<file path="src/rtl/alu_arbiter.sv">
// alu_arbiter: round-robin front-end sharing one 32-bit combinational ALU between
// two valid/ready requesters, with a tagged, back-pressured response channel.
// Optional per-requester accept counters are built when ALU_ARB_STATS_EN is defined.
module alu_arbiter #(
    parameter bit PRIO_INIT = 1'b0
) (
    input  logic        clk,
    input  logic        rst_n,
    input  logic        req0_valid,
    output logic        req0_ready,
    input  logic [31:0] req0_a,
    input  logic [31:0] req0_b,
    input  logic [2:0]  req0_f,
    input  logic        req1_valid,
    output logic        req1_ready,
    input  logic [31:0] req1_a,
    input  logic [31:0] req1_b,
    input  logic [2:0]  req1_f,
    output logic        rsp_valid,
    input  logic        rsp_ready,
    output logic        rsp_id,
    output logic [31:0] rsp_result,
    output logic [3:0]  rsp_flags,
    output logic        rsp_err,
    output logic        busy,
    output logic [15:0] grant_cnt0,
    output logic [15:0] grant_cnt1
);

    typedef enum logic [1:0] {StIdle, StExec, StResp} state_e;

    state_e      state_q, state_d;
    logic        last_grant_q;
    logic        grant;
    logic        idle_ok;
    logic        accept;
    logic [31:0] a_q, b_q;
    logic [2:0]  f_q;
    logic        id_q;

    logic [32:0] sum;
    logic [31:0] alu_res;
    logic        alu_carry, alu_ovf, alu_err;

    // Round-robin choice: a lone requester always wins, contention alternates.
    always_comb begin
        grant = 1'b0;
        if (req0_valid && req1_valid) begin
            grant = ~last_grant_q;
        end else if (req1_valid) begin
            grant = 1'b1;
        end
    end

    // rst_n gating keeps both readys low for the whole reset window.
    assign idle_ok    = rst_n && (state_q == StIdle);
    assign req0_ready = idle_ok && req0_valid && !grant;
    assign req1_ready = idle_ok && req1_valid && grant;
    assign accept     = req0_ready || req1_ready;

    // State register.
    always_ff @(posedge clk or negedge rst_n) begin
        if (!rst_n) begin
            state_q <= StIdle;
        end else begin
            state_q <= state_d;
        end
    end

    // Next-state logic: IDLE -> EXEC -> RESP -> IDLE.
    always_comb begin
        state_d = state_q;
        case (state_q)
            StIdle:  if (accept) state_d = StExec;
            StExec:  state_d = StResp;
            StResp:  if (rsp_ready) state_d = StIdle;
            default: state_d = StIdle;
        endcase
    end

    // FSM outputs.
    always_comb begin
        rsp_valid = (state_q == StResp);
        busy      = (state_q != StIdle);
    end

    // Operand capture and round-robin history on accept.
    always_ff @(posedge clk or negedge rst_n) begin
        if (!rst_n) begin
            a_q          <= '0;
            b_q          <= '0;
            f_q          <= '0;
            id_q         <= 1'b0;
            last_grant_q <= ~PRIO_INIT;
        end else if (accept) begin
            a_q          <= grant ? req1_a : req0_a;
            b_q          <= grant ? req1_b : req0_b;
            f_q          <= grant ? req1_f : req0_f;
            id_q         <= grant;
            last_grant_q <= grant;
        end
    end

    // Shared ALU; SUB is a + ~b + 1 so carry means "no borrow".
    always_comb begin
        sum       = '0;
        alu_res   = '0;
        alu_carry = 1'b0;
        alu_ovf   = 1'b0;
        alu_err   = 1'b0;
        case (f_q)
            3'b000: begin
                sum       = {1'b0, a_q} + {1'b0, b_q};
                alu_res   = sum[31:0];
                alu_carry = sum[32];
                alu_ovf   = (a_q[31] == b_q[31]) && (alu_res[31] != a_q[31]);
            end
            3'b001: begin
                sum       = {1'b0, a_q} + {1'b0, ~b_q} + 33'd1;
                alu_res   = sum[31:0];
                alu_carry = sum[32];
                alu_ovf   = (a_q[31] != b_q[31]) && (alu_res[31] != a_q[31]);
            end
            3'b010:  alu_res = a_q & b_q;
            3'b011:  alu_res = a_q | b_q;
            3'b101:  alu_res = {31'd0, $signed(a_q) < $signed(b_q)};
            default: alu_err = 1'b1;
        endcase
    end

    // Response registers load in EXEC and hold through RESP back-pressure.
    always_ff @(posedge clk or negedge rst_n) begin
        if (!rst_n) begin
            rsp_id     <= 1'b0;
            rsp_result <= '0;
            rsp_flags  <= '0;
            rsp_err    <= 1'b0;
        end else if (state_q == StExec) begin
            rsp_id     <= id_q;
            rsp_result <= alu_res;
            rsp_flags  <= {alu_res == 32'd0, alu_ovf, alu_carry, alu_res[31]};
            rsp_err    <= alu_err;
        end
    end

`ifdef ALU_ARB_STATS_EN
    logic [15:0] cnt0_q, cnt1_q;

    // Saturating per-requester accept counters.
    always_ff @(posedge clk or negedge rst_n) begin
        if (!rst_n) begin
            cnt0_q <= '0;
            cnt1_q <= '0;
        end else begin
            if (req0_ready && cnt0_q != 16'hFFFF) cnt0_q <= cnt0_q + 16'd1;
            if (req1_ready && cnt1_q != 16'hFFFF) cnt1_q <= cnt1_q + 16'd1;
        end
    end

    assign grant_cnt0 = cnt0_q;
    assign grant_cnt1 = cnt1_q;
`else
    assign grant_cnt0 = 16'h0000;
    assign grant_cnt1 = 16'h0000;
`endif

endmodule

</file>
<file path="config.mk">
export PLATFORM = sky130hd
export DESIGN_NAME = alu_arbiter
export DESIGN_NICKNAME = d
export VERILOG_FILES = /design/src/rtl/alu_arbiter.sv
export SDC_FILE = /design/constraint.sdc
export NUM_CORES = 1
export LEC_CHECK = 0
export CAP_MARGIN = 20
export CORE_MARGIN = 2
export CORE_UTILIZATION = 55
export DETAILED_ROUTE_END_ITERATION = 16
export GPL_TIMING_DRIVEN = 0
export PLACE_DENSITY = 0.85
export SLEW_MARGIN = 20
export SYNTH_ARGS = -nofsm -noshare
export SYNTH_HDL_FRONTEND = slang
export SYNTH_SLANG_ARGS = --single-unit
</file>
<file path="constraint.sdc">
create_clock -name clk -period 8.05 [get_ports clk]
set_clock_uncertainty 0.2 [all_clocks]
set_input_delay 1.61 -clock clk [delete_from_list [all_inputs] [get_ports clk]]
set_output_delay 1.61 -clock clk [all_outputs]
set_load 0.01 [all_outputs]
</file>
Word-level counts from Yosys, hierarchy flattened
Cells that the tools add are included.
Word-level totals
  bits in latches: 0
  register bits: 109
  word-level logic and storage cells: 58
  output and inout port bits: 74
  bits in writable memories: 0
  input port bits: 139
  ROM bits: 0
  memories kept: 0
Cells by class
  muxes and demuxes: 12
  magnitude comparators: 1
  bitwise gates (word level): 4
  equal/unequal tests: 12
  reduce and logical (&&, ||, !) cells: 16
  $add $sub $neg: 3
  divide/modulo/power cells: 0
  shifts and indexed selects: 0
  $mul: 0
Operators with widths (count)
  32-bit one-hot mux with 5 select lines: 1
  32-bit by 32-bit adder with 33-bit output: 2
  32-bit two-way mux: 2
  33-bit by 1-bit adder with 33-bit output, second input constant: 1
  32-bit bitwise AND: 1
  32-bit zero test: 1
  32-bit < comparator: 1
  32-bit inverter: 1
  32-bit OR: 1
  1-bit logical AND: 8
  3-bit by 2-bit equality test with 1-bit output, second input constant: 2
  2-bit one-hot mux with 3 select lines: 1
  5-bit OR reduction: 1
  2-bit two-way mux: 2
  1-bit one-hot mux with 2 select lines: 2
  3-bit by 1-bit equality test with 1-bit output, second input constant: 1
  3-bit equality test, second input constant: 1
  3-bit zero test: 1
  1-bit two-way mux: 3
  3-bit two-way mux: 1
  1-bit != test: 3
  2-bit by 1-bit equality test with 1-bit output, second input constant: 1
  2-bit equality test, second input constant: 1
  2-bit zero test: 1
  8 further kinds: 8

Depth between registers and ports, before layout
Gate-level depths: netlist of run 1.
  word-level depth: 7
  gate-level depth with buffers: 15

Least setup slack after synthesis of run 1
No wires, ideal clock.
  path type: input port to output port
  from: input req1_valid
  to: output req0_ready
  stages on the path: 5
  data required time: 6.240 ns
  buffers on the path: 3
  data arrival time: 2.999 ns
  slack: 3.241 ns
  cells stage by stage: a21boi_0 > clkbuf_1 > buf_1 > buf_1 > nor2_1
Between the ends
  word-level cells in the longest chain between the ends: 4
  elaborated cells between the ends (all ways): 5
  classes of those cells: 2 x mux; 3 x reduce/logical
RTL lines
  start, declared: line 14  | input logic req1_valid,
  1-bit two-way mux / 1-bit logical AND (equally long branches): line 50, 48
  1-bit two-way mux (*): line 48  | if (req0_valid && req1_valid) begin
  1-bit zero test (*): line 57  | assign req0_ready = idle_ok && req0_valid && !grant;
  1-bit logical AND (*): line 57
  end, declared: line 10  | output logic req0_ready,
Mark *: on every way between the ends. The rest lies on a longest branch, timed or not.

Final worst setup path of run 1
Ends and elaborated chain as after synthesis.

==> results.yml, run 1 <==
pwr:
  p_per_area_nw_per_um2: 438
  p_clk_share_pct: 8.5
  internal_power_mw: 2.50
  leakage_nw: 5.82
  p_comb_share_pct: 73.3
  p_sw_share_pct: 55.3
  power.switching_mw: 3.09
  p_seq_share_pct: 18.2
  ir_worst_vdd_uv: 247
global_route:
  grt_pass1_vias: 10700
  track_usage_pct: 38.1
  grt_pass1_wl_um: 58600
  grt_max_degree: 69
  grt.overflow.total: 0
  antenna_found_initial: 0
sta:
  drv_slew: 0
  slew_headroom_pct: 21.9
  rsz0062_at_grt: "false"
  setup_violations: 0
  fin_crit_sh_pct: 83.0
  max_freq_mhz: 150
  fin_crit_ns: 6.68
  fin_tns_setup_ns: 0
  worstMarginPinSlew_ns: 1.16
  finalHoldViolCount: 0
synth:
  synthDistinctLibCells: 83
  ys.flop_type: "dfrtp_1"
  ys_top_cells_by_area: "dfrtp_1 26%, ha_1 13%, mux2i_1 7.1%"
  ys_async_sr_fraction_pct: 100
  ys_seq_elements: 108
  synthMuxAreaShare_pct: 8.60
  synth.cell_area_um2: 10200
  synth.largest_area_cell: "dfrtp_1"
  synth-edff-count: 0
  synth_top_family_by_area: "compound AO/OA/AOI/OAI gates"
  synth_fa_ha_area_share_pct: 13.0
  yosysTopAreaCellShare_pct: 26.2
  yosys_warnings: 0
  synth-seq-area-share_pct: 26.5
  synthSimpleGateAreaFrac_pct: 16.3
  syn_avg_cell_area_um2: 7.98
  synth_compound_area_share_pct: 25.4
  synthXorXnorAreaFrac_pct: 0.857
  synth_cells: 1281
clock_tree:
  cts_buffer_depth: 2
  cts_buffers: 9
  cts.sinks: 108
  cts-resized-gates: 0
  cts_tree: "built"
  htreeDepth: 3
  clock_tree.root_cell: "clkbuf_16"
  holdBufCountCts: 0
  cts_setup_buffers: 0
  clk-insertion-delay-late_ns: 0.38
  cts.clk_slew.worst_paths_ns: 0.08
critical_path:
  cp_slowest_cell: "buf_1"
  critPathCaptureType: "primary output"
  r2r-start: "b_q[4]"
  crit_required_ns: 6.24
  worst-path-buf-inv: 5
  worstPathMaxFanout: 10
  critical-path-top-delay-family: "buffers and inverters"
  crit_start: "req1_valid"
  startpoint_type: "input pin"
  worst_ep_arrival_time_ns: 4.87
  cp_cell_sequence: "clkdlybuf4s50_1, a21boi_0, clkbuf_1, buf_1, buf_1, nor2_1, clkdlybuf4s50_1"
  worstSetupPathType: "in2out"
  cpPeakStageDelay_ns: 0.77
floorplanning:
  io_pins: 213
  rows: 49
  initial_utilization_pct: 56.5
  dieArea_um2: 19700
  coreArea_um2: 18100
  die_x_um: 140
  die_y_um: 140
placement:
  post_dp_cell_area_um2: 12500
  hpwl_um: 29700
  gp_congestion: 0.989
  io_buffers: 180
cells_and_area:
  fin_area_um2: 12800
  fin_util_pct: 70.6
  finalNetCount: 1749
  area_growth_syn_to_layout_pct: 25.0
  multi_input_area_um2: 6680
  final_common_cell: "clkdlybuf4s50_1"
  ff_latch_area_um2: 2700
  layout_common_cells: "179 x clkdlybuf4s50_1, 142 x a21oi_1, 139 x nor2_1"
  filler_cell_count: 1424
  layout-drive-gt1-share_pct: 6.62
  antenna_cells: 0
worst_hold_path:
  hp-class: "reg2reg"
  holdCritStartpoint: "rsp_result[21]"
route:
  drc_errors: 0
  wirelength_um: 37500
  vias: 10900
  drt_iter0_drc: 1075
  routedWlPerCell_um: 21.6
  final_antenna_net_count: 0
  first_pass_iters: 5
  viasPerCell: 6.26
flow_run:
  drv_cap: 0
outcome:
  status: "completed"
## registers in the layout, summed over array words and instances (netlist names)
register,flops
b_q,32
rsp_result,31
f_q,3
last_grant_q,1
rsp_id,1
a_q,32
rsp_err,1
state_q,2
rsp_flags,4
id_q,1
## metal layers
layer  global-route usage [%]  up-vias  routed length [um]
met3                     7.90      103                3990
met1                     51.3     5157               15400
met4                     13.1        0                1220
met5                        0        -                   0
li1                         -     4945                   -
met2                     61.4      685               17000
## cell usage after synthesis, types with 10 or more instances
| library cell | n |
|---|---|
| o21bai_1 | 12 |
| clkbuf_1 | 57 |
| nand3_1 | 21 |
| a211o_1 | 10 |
| a21oi_1 | 142 |
| nor4_1 | 12 |
| dfrtp_1 | 107 |
| buf_2 | 11 |
| o31ai_1 | 11 |
| o211ai_1 | 18 |
| buf_4 | 34 |
| nand2b_1 | 10 |
| mux2i_1 | 72 |
| a211oi_1 | 15 |
| a21o_1 | 13 |
| nor2_1 | 139 |
| inv_1 | 105 |
| o21ai_0 | 74 |
| o21a_1 | 14 |
| nand4_1 | 15 |
| a31oi_1 | 11 |
| mux2_2 | 12 |
| nor3_1 | 16 |
| nand2_1 | 89 |
| ha_1 | 103 |
## per-stage QoR
stage                     hold WS, ns  total power [mW]  setup slack [ns]  std cells
after floorplan                 0.239              3.63              3.24       1312
after detailed placement        0.269              4.94              1.44       1723
after CTS                       0.286              5.44              1.44       1739
after global placement          0.254              4.87            -0.571       1721
after global routing            0.301              5.96              1.30       1739
final                           0.283              5.59              1.37       1739
## path summary, 6_finish.rpt
kind	end	slack, ns	depth (start not counted)
worst max-delay path	req0_ready	1.37	7
worst min-delay path	rsp_result[21]	0.28	2
worst max register to register	rsp_flags[3]	3.06	14
worst min register to register	rsp_result[21]	0.28	2
max in group asynchronous	last_grant_q	6.00	2
min in group asynchronous	b_q[10]	0.94	1
## cell type report
type	count	share of cell area, %
Timing Repair Buffer	182	14.4
Clock inverter	6	0.529
Sequential cell	108	21.2
Clock buffer	10	1.87
Buffer	111	4.38
Tap cell	229	2.24
Inverter	105	3.09
Multi-Input combinational cell	988	52.3
## power by group through the flow
stage,clock (mW),combinational (mW),sequential [mW]
6_report,0.476,4.10,1.01
2_1_floorplan,0,2.65,0.980
3_5_place_dp,0,3.93,1.02
3_3_place_gp,0,3.87,0.996
4_1_cts,0.472,3.97,1.01
5_1_grt,0.491,4.43,1.04
## cell families after synthesis
family | count (synthesis)
flip-flops | 108
AND/OR/NAND/NOR | 356
adder cells (fa/ha/maj) | 105
AO/OA/AOI/OAI | 400
XOR/XNOR | 10
buffers and inverters | 216
other | 1
multiplexers | 85
## worst min-delay path, stage by stage, from the launching register on
cell and delay [ns]:
dfrtp_1 0.35, nand2_1 0.05, o21ai_0 0.06
No activity file was read; power rests on OpenSTA's default activity.
==> inputs of run 2 (changes only) <==
--- a/config.mk
+++ b/config.mk
@@ -7,10 +7,10 @@
 export LEC_CHECK = 0
 export CAP_MARGIN = 20
 export CORE_MARGIN = 2
-export CORE_UTILIZATION = 55
+export CORE_UTILIZATION = 48
 export DETAILED_ROUTE_END_ITERATION = 16
 export GPL_TIMING_DRIVEN = 0
-export PLACE_DENSITY = 0.85
+export PLACE_DENSITY = 0.79
 export SLEW_MARGIN = 20
 export SYNTH_ARGS = -nofsm -noshare
 export SYNTH_HDL_FRONTEND = slang
==> constraint.sdc (replaced) <==
create_clock -name clk -period 5.7 [get_ports clk]
set_clock_uncertainty 0.2 [all_clocks]
set_input_delay 1.14 -clock clk [delete_from_list [all_inputs] [get_ports clk]]
set_output_delay 1.14 -clock clk [all_outputs]
set_load 0.01 [all_outputs]
==> run 2 against run 1 <==
Core utilization down 9.5 points. Sequential cell count unchanged. Clock-buffer cell count unchanged. Sequential share of layout area down 0.064 points. Total power up 39%. Critical path depth unchanged. Final cell count up 2.6%. Largest cell class unchanged. Non-clock buffer count unchanged. Wire length down 4.9%. Die area up 14%. Largest power group unchanged. First-iteration DRC count down 18%.
==> results.yml, run 2 (same netlist as run 1, synthesis figures left out) <==
outcome:
  status: "completed"
route:
  first_pass_iters: 6
  wirelength_um: 35700
  drt_iter0_drc: 878
  vias: 10500
  viasPerCell: 5.89
  routedWlPerCell_um: 20.0
  drc_errors: 0
  final_antenna_net_count: 0
cells_and_area:
  multi_input_area_um2: 6680
  largest_registers: "a_q (32), b_q (32), rsp_result (31)"
  layout_common_cells: "179 x clkdlybuf4s50_1, 142 x a21oi_1, 139 x nor2_1"
  final_common_cell: "clkdlybuf4s50_1"
  fin_util_pct: 61.1
  filler_cell_count: 1964
  area_growth_syn_to_layout_pct: 25.4
  ff_latch_area_um2: 2700
  fin_cells: 1785
  layout-drive-gt1-share_pct: 6.62
  finalNetCount: 1749
  antenna_cells: 0
global_route:
  track_usage_pct: 31.7
  grt_pass1_wl_um: 54500
  grt_max_degree: 60
  grt_pass1_vias: 9721
  antenna_found_initial: 0
  grt.overflow.total: 0
floorplanning:
  die_y_um: 150
  dieArea_um2: 22500
  initial_utilization_pct: 48.8
  rows: 53
  io_pins: 213
  die_x_um: 150
  coreArea_um2: 21000
placement:
  dp_slack_ns: 0.000876
  hpwl_um: 28500
  io_buffers: 180
  gp_congestion: 0.974
  place_inst: 1769
critical_path:
  critPathCaptureType: "primary output"
  crit_required_ns: 4.36
  cp_cell_sequence: "clkdlybuf4s50_1, a21boi_0, clkbuf_1, buf_1, clkbuf_2, nor2_1, clkdlybuf4s50_1"
  critical-path-top-delay-family: "buffers and inverters"
  cp.depth: 7
  crit_top_cell: "clkdlybuf4s50_1"
  worstSetupPathType: "in2out"
  cp_slowest_cell: "buf_1"
  rr_endpoint: "rsp_flags[3]"
  startpoint_type: "input pin"
  worstPathMaxFanout: 10
  worst-path-buf-inv: 5
  cpPeakStageDelay_ns: 0.60
  r2r-start: "b_q[4]"
  worst_ep_arrival_time_ns: 4.02
  reg2reg_slack_ns: 0.89
  r2r_cells: 14
clock_tree:
  clk-insertion-delay-late_ns: 0.37
  cts_tree: "built"
  clock_tree.root_cell: "clkbuf_16"
  cts.sinks: 108
  cts.clk_slew.worst_paths_ns: 0.07
  holdBufCountCts: 0
  cts-resized-gates: 0
  cts_buffers: 9
  cts_setup_buffers: 0
  htreeDepth: 3
  cts_buffer_depth: 2
pwr:
  leakage_nw: 5.82
  p_per_area_nw_per_um2: 608
  ir_worst_vdd_uv: 237
  power_mw: 7.79
sta:
  finalHoldViolCount: 0
  fin_crit_sh_pct: 94.1
  fin_tns_setup_ns: 0
  slew_headroom_pct: 21.6
  fin_crit_ns: 5.36
  worstMarginPinSlew_ns: 1.17
  drv_slew: 0
  rsz0062_at_grt: "false"
  fin_ws_ns: 0.335
  setup_violations: 0
  max_freq_mhz: 186
worst_hold_path:
  hp-class: "reg2reg"
  min_path_cells: 2
  holdCritStartpoint: "rsp_id"
  hold_end: "rsp_id"
flow_run:
  drv_cap: 0
==> run 2: cell count changes in the layout (fill, tap and decap cells not counted) <==
| cell | before | now |
|---|---|---|
| clkinv_4 | 2 | 4 |
| clkinv_8 | 2 | 0 |
| inv_6 | 2 | 0 |
| inv_8 | 0 | 2 |
| buf_1 | 8 | 7 |
| clkbuf_1 | 57 | 58 |
| clkbuf_2 | 1 | 2 |
| clkbuf_8 | 1 | 0 |
==> run 2: worst max path at each step <==
stage / from / end / slack [ns]
finish: req1_valid / req0_ready / 0.34
global route: req1_valid / req0_ready / 0.15
CTS: req1_valid / req0_ready / 0.009
detailed placement: req1_valid / req0_ready / 0.0009
global placement: rst_n / b_q[23] / -2.55
floorplan: req1_valid / req0_ready / 1.83
==> run 2: cell type report <==
class | count | area share, %
timing repair buffer | 182 | 14.3
clock inverter | 6 | 0.449
inverter | 105 | 3.08
multi-input combinational | 988 | 52.2
buffer | 111 | 4.38
clock buffer | 10 | 1.79
tap | 275 | 2.69
sequential | 108 | 21.1
==> run 2: metal layers <==
metal  vias to the layer above  global-route usage, %  part of all wire (%)
met5                         -                      0                     0
met4                         0                   9.81                   2.6
met3                        55                   5.34                   9.0
met2                       545                   48.9                    44
met1                      4968                   45.2                    44
li1                       4950                      -                     -
==> run 2: where the power goes <==
group / switching [mW] / leakage, nW / internal [mW]
Sequential: 0.319 / 1.25 / 1.09
Clock: 0.332 / 0.141 / 0.307
Combinational: 3.63 / 4.43 / 2.11
Total: 4.28 / 5.82 / 3.51
==> run 2: through the flow <==
step	cell area, um2	hold slack [ns]
floorplan	10300	0.239
global placement	12500	0.253
detailed placement	12500	0.259
CTS	12800	0.275
global route	12800	0.304
finish	12800	0.274
==> run 2: tightest hold or removal path: stages (launching register included) <==
cell	delay, ns
dfrtp_1	0.34
nand2_1	0.05
nand2_1	0.05
